File: src/rtl/wordcell_pkg.sv
// Shared sizes and the controller state encoding for the wordcell array controller.
package wordcell_pkg;

    localparam int DATA_W    = 8;
    localparam int ADDR_W    = 3;
    localparam int NUM_WORDS = 8;

    typedef enum logic [1:0] {
        IDLE   = 2'd0,
        SETUP  = 2'd1,
        STROBE = 2'd2,
        HOLD   = 2'd3
    } ctrl_state_t;

endpackage

File: src/rtl/addr_decoder_3to8.sv
// Word index to one-hot cell select; all zeros when disabled.
module addr_decoder_3to8
    import wordcell_pkg::*;
(
    input  logic [ADDR_W-1:0]    addr,
    input  logic                 en,
    output logic [NUM_WORDS-1:0] sel
);

    always_comb begin
        sel = '0;
        if (en) begin
            sel[addr] = 1'b1;
        end
    end

endmodule

File: src/rtl/wordcell_ctrl.sv
// Sequences one host access into SETUP/STROBE/HOLD phases on a latch-based wordcell array.
module wordcell_ctrl
    import wordcell_pkg::*;
(
    input  logic                 clk,
    input  logic                 rst,
    input  logic                 req,
    input  logic                 we,
    input  logic [ADDR_W-1:0]    addr,
    input  logic [DATA_W-1:0]    wdata,
    output logic                 ready,
    output logic                 rvalid,
    output logic [DATA_W-1:0]    rdata,
    output logic                 cell_op,
    output logic [NUM_WORDS-1:0] cell_sel,
    output logic [DATA_W-1:0]    cell_in_bus,
    input  logic [DATA_W-1:0]    cell_out_bus
);

    ctrl_state_t          state, state_n;
    logic                 accept;
    logic [ADDR_W-1:0]    addr_q;
    logic [NUM_WORDS-1:0] sel_d;

    // NOTE: every variable written here gets a default first, otherwise a latch is inferred.
    always_comb begin
        state_n = state;
        accept  = 1'b0;
        case (state)
            IDLE: begin
                if (req) begin
                    state_n = SETUP;
                    accept  = 1'b1;
                end
            end
            SETUP:   state_n = STROBE;
            STROBE:  state_n = HOLD;
            HOLD:    state_n = IDLE;
            default: state_n = IDLE;
        endcase
    end

    // Select is decoded from the next state so the strobe comes straight out of a flop.
    addr_decoder_3to8 u_dec (
        .addr (addr_q),
        .en   (state_n == STROBE),
        .sel  (sel_d)
    );

    // NOTE: sequential state uses non-blocking assignments so all flops update together.
    // NOTE: reset is synchronous; a req seen in a reset cycle is dropped because this branch wins.
    always_ff @(posedge clk) begin
        if (rst) begin
            state       <= IDLE;
            ready       <= 1'b1;
            rvalid      <= 1'b0;
            rdata       <= '0;
            cell_op     <= 1'b0;
            cell_sel    <= '0;
            cell_in_bus <= '0;
            addr_q      <= '0;
        end else begin
            state    <= state_n;
            ready    <= (state_n == IDLE);
            rvalid   <= (state_n == HOLD) && !cell_op;
            cell_sel <= sel_d;
            // op and bus only move on accept, i.e. while every cell is deselected.
            if (accept) begin
                addr_q      <= addr;
                cell_op     <= we;
                cell_in_bus <= we ? wdata : '0;
            end
            if (state == STROBE && !cell_op) begin
                rdata <= cell_out_bus;
            end
        end
    end

endmodule

File: config.mk
export PLATFORM = sky130hd
export DESIGN_NAME = wordcell_ctrl
export DESIGN_NICKNAME = d
export VERILOG_FILES = /design/src/rtl/wordcell_pkg.sv /design/src/rtl/addr_decoder_3to8.sv /design/src/rtl/wordcell_ctrl.sv
export SDC_FILE = /design/constraint.sdc
export NUM_CORES = 1
export LEC_CHECK = 0
export ABC_AREA = 0
export ABC_CLOCK_PERIOD_IN_PS = 1300
export BUFFER_PORTS_ARGS = -buffer_cell sky130_fd_sc_hd__buf_2
export CAP_MARGIN = 40
export CORE_MARGIN = 4
export CORE_UTILIZATION = 48
export CTS_BUF_LIST = sky130_fd_sc_hd__clkbuf_4
export CTS_CLUSTER_DIAMETER = 200
export DETAILED_ROUTE_END_ITERATION = 7
export PLACE_DENSITY = 0.81
export SYNTH_ARGS = -nofsm -noshare
export SYNTH_HDL_FRONTEND = slang
export SYNTH_SLANG_ARGS = --single-unit
File: constraint.sdc
create_clock -name clk -period 1.3 [get_ports clk]
set_input_delay 0.13 -clock clk [delete_from_list [all_inputs] [get_ports clk]]
set_output_delay 0.13 -clock clk [all_outputs]
set_load 0.005 [all_outputs]
==> flow_metrics.env <==
export IMPL_coreArea_sq_mm=0.002233
export IMPL_hp_class="primary input to register"
export IMPL_rsz0062_at_grt="yes"
export IMPL_finalClockSkew_ns=0.005325
export IMPL_synth_mux_area_frac=0
export IMPL_drt_iter0_drc=13
export IMPL_die_w_um=56.60
export IMPL_p_total_uw=2500
export IMPL_first_pass_iters=4
export IMPL_antenna_left=0
export IMPL_grt_max_degree=25
export IMPL_fmax_mhz=818.0
export IMPL_port_buffers=49
export IMPL_vias=1017
export IMPL_antenna_found_initial=0
export IMPL_clk_pin_slew_ns=0.09
export IMPL_endpoint="state[0]"
export IMPL_postSynthCellCount=129
export IMPL_die_h_um=56.60
export IMPL_placed_cells=199
export IMPL_yosys_warnings=0
export IMPL_cp_end_kind="register"
export IMPL_grt_usage=0.1566
export IMPL_synth_edff_count=0
export IMPL_route_detailed_drc=0
export IMPL_crit_type="register to register"
export IMPL_drive_above_1_share=0.3596
export IMPL_die_area_sq_mm=0.003203
export IMPL_synth_compound_area_frac=0.09934
export IMPL_ys_async_sr_fraction=0
export IMPL_synthXorXnorAreaFrac=0
export IMPL_clk_insertion_delay_late_ns=0.31
export IMPL_postCtsSetupRepairBufs=0
export IMPL_synth_cell_types=18
export IMPL_finalSetupViolCount=0
export IMPL_routed_wl_um=2362
export IMPL_cp_required_ns=1.54
export IMPL_cp_startpoint="state[0]"
export IMPL_fin_nets=204
export IMPL_max_cap_viol_count=0
export IMPL_fin_crit_ns=1.222
export IMPL_cts_root_buf="clkbuf_4"
export IMPL_yosysSeqAreaShare=0.5651
export IMPL_power_density_mw_per_mm2=1724
export IMPL_cts_made_buffers=5
export IMPL_grt_pass1_wl_um=3919
export IMPL_h_tree_depth=2
export IMPL_tightest_slew_ns=0.2469
export IMPL_reg2reg_depth=6
export IMPL_overflow=0
export IMPL_startpoint_type="register"
export IMPL_status="finished, final reports clean"
export IMPL_antenna_cells=0
export IMPL_r2r_slack_ns=0.08
export IMPL_timing_final_crit_share=0.9403
export IMPL_clock_sinks=32
export IMPL_synthToLayoutAreaGrowth_pct=27.92
export IMPL_finalHoldViolations=0
export IMPL_maxSlewViolCount=0
export IMPL_synthSimpleGateAreaFrac=0.2539
export IMPL_cp_max_fo=11
export IMPL_pin_count=50
export IMPL_via_per_inst=4.937
export IMPL_syn_area_sq_mm=0.001134
export IMPL_hpwl_um=1813
export IMPL_synth_flop_cell="dfxtp_1"
export IMPL_r2r_end="state[0]"
export IMPL_ys_seq_elements=32
export IMPL_wl_per_cell_um=11.47
export IMPL_ir_drop_v=0.001067
export IMPL_worst_endpoint_arrival_ns=1.47
export IMPL_p_leak_uw=0.0006607
export IMPL_synth_top_family_by_area="simple AND/OR/NAND/NOR gates"
export IMPL_relSlewSlack=0.8354
export IMPL_gp_congestion=0.6966
export IMPL_start_util=0.5076
export IMPL_cts_buffer_depth=2
export IMPL_cts_tree="done"
export IMPL_syn_avg_cell_area_sq_um=8.787
export IMPL_first_global_vias=956
export IMPL_synthAdderAreaFrac=0.03311
export IMPL_syn_nets=155
export IMPL_final_cells=206
export IMPL_rr_startpoint="state[0]"
export IMPL_rows=17
[cells by family after synthesis]
group / Yosys count
simple gates: 61
flops: 32
compound gates: 22
buf+inv: 11
fa+ha+maj: 3
[report_power, final]
| part | switching (uW) | internal (uW) | total, uW |
|---|---|---|---|
| Clock | 281 | 220 | 501 |
| Combinational | 433 | 347 | 780 |
| Sequential | 85.4 | 1130 | 1220 |
[worst max-delay path, cell delays in order (launching register included)]
cell and delay, ns:
dfxtp_1 0.33, inv_1 0.08, ha_2 0.23, buf_6 0.16, nor2_1 0.05, a21oi_1 0.15, nor2b_1 0.15
[cells in the final DEF (no fill, tap or decap), drive strengths merged, types with 2 or more instances in the layout]
| cell type | instances |
|---|---|
| a21oi | 21 |
| buf | 51 |
| clkbuf | 6 |
| dfxtp | 32 |
| ha | 3 |
| inv | 2 |
| nand2 | 30 |
| nand2b | 3 |
| nand3 | 4 |
| nand4 | 8 |
| nor2 | 9 |
| nor2b | 3 |
| nor3 | 2 |
[stage by stage]
| stage | hold slack (ns) | area, sq um | setup WS (ns) | setup TNS [ns] | utilization |
|---|---|---|---|---|---|
| after detailed placement | 0.3787 | 1381 | -0.05631 | -0.1828 | 0.6185 |
| after CTS | 0.04123 | 1436 | 0.002505 | 0 | 0.6431 |
| after global routing | 0.04210 | 1450 | -0.03128 | -0.05361 | 0.6493 |
| after global placement | 0.3732 | 1381 | 0.03571 | 0 | 0.6185 |
| after floorplan | 0.2622 | 1134 | 0.1584 | 0 | - |
| final | 0.05295 | 1450 | 0.07755 | 0 | 0.6493 |
[worst min-delay path by stage]
stage | start | endpoint | cells past startpoint
final | cell_out_bus[1] | rdata[1] | 3
after global routing | cell_out_bus[3] | rdata[3] | 3
after CTS | cell_out_bus[1] | rdata[1] | 3
after detailed placement | cell_out_bus[1] | rdata[1] | 3
after global placement | cell_out_bus[5] | rdata[5] | 3
after floorplan | cell_out_bus[6] | rdata[6] | 2
[area by class of cell]
class | count | area [sq um]
timing repair buffer | 51 | 264.0
multi-input combinational | 86 | 452.9
clock buffer | 6 | 45.04
inverter | 2 | 7.507
sequential | 32 | 640.6
clock inverter | 1 | 5.005
tap | 28 | 35.03
fill | 216 | 783.3
[flip-flops by register name (all words and copies together) (netlist names)]
signal,count
cell_op,1
rvalid,1
state,2
rdata,8
addr_q,3
cell_in_bus,8
cell_sel,8
ready,1
[per-layer routing]
layer | up-vias | track usage | routed length (um)
li1 | 521 | - | -
met3 | 2 | 0.05517 | 173
met2 | 38 | 0.2789 | 1232
met1 | 456 | 0.1664 | 943
met4 | 0 | 0.06102 | 12
met5 | - | 0 | 0
[what timing repair did]
| action | CTS | global route |
|---|---|---|
| gates resized for setup | 2 | 4 |
| hold buffers | 0 | 0 |
| setup endpoints to repair | 12 | 20 |
| pin swaps | 0 | 0 |
[synth_stat cells (2+ instances only)]
| library cell | n | share of area |
|---|---|---|
| dfxtp_1 | 32 | 0.57 |
| nand2_1 | 30 | 0.099 |
| a21oi_1 | 21 | 0.093 |
| nor2_1 | 9 | 0.030 |
| nand4_1 | 8 | 0.044 |
| buf_2 | 5 | 0.022 |
| nand3_1 | 4 | 0.018 |
| clkbuf_1 | 3 | 0.0099 |
| ha_1 | 3 | 0.033 |
| nand2b_1 | 3 | 0.017 |
| nor2b_1 | 3 | 0.017 |
| inv_1 | 2 | 0.0066 |
Note: power is estimated with default switching activity, not from simulation.
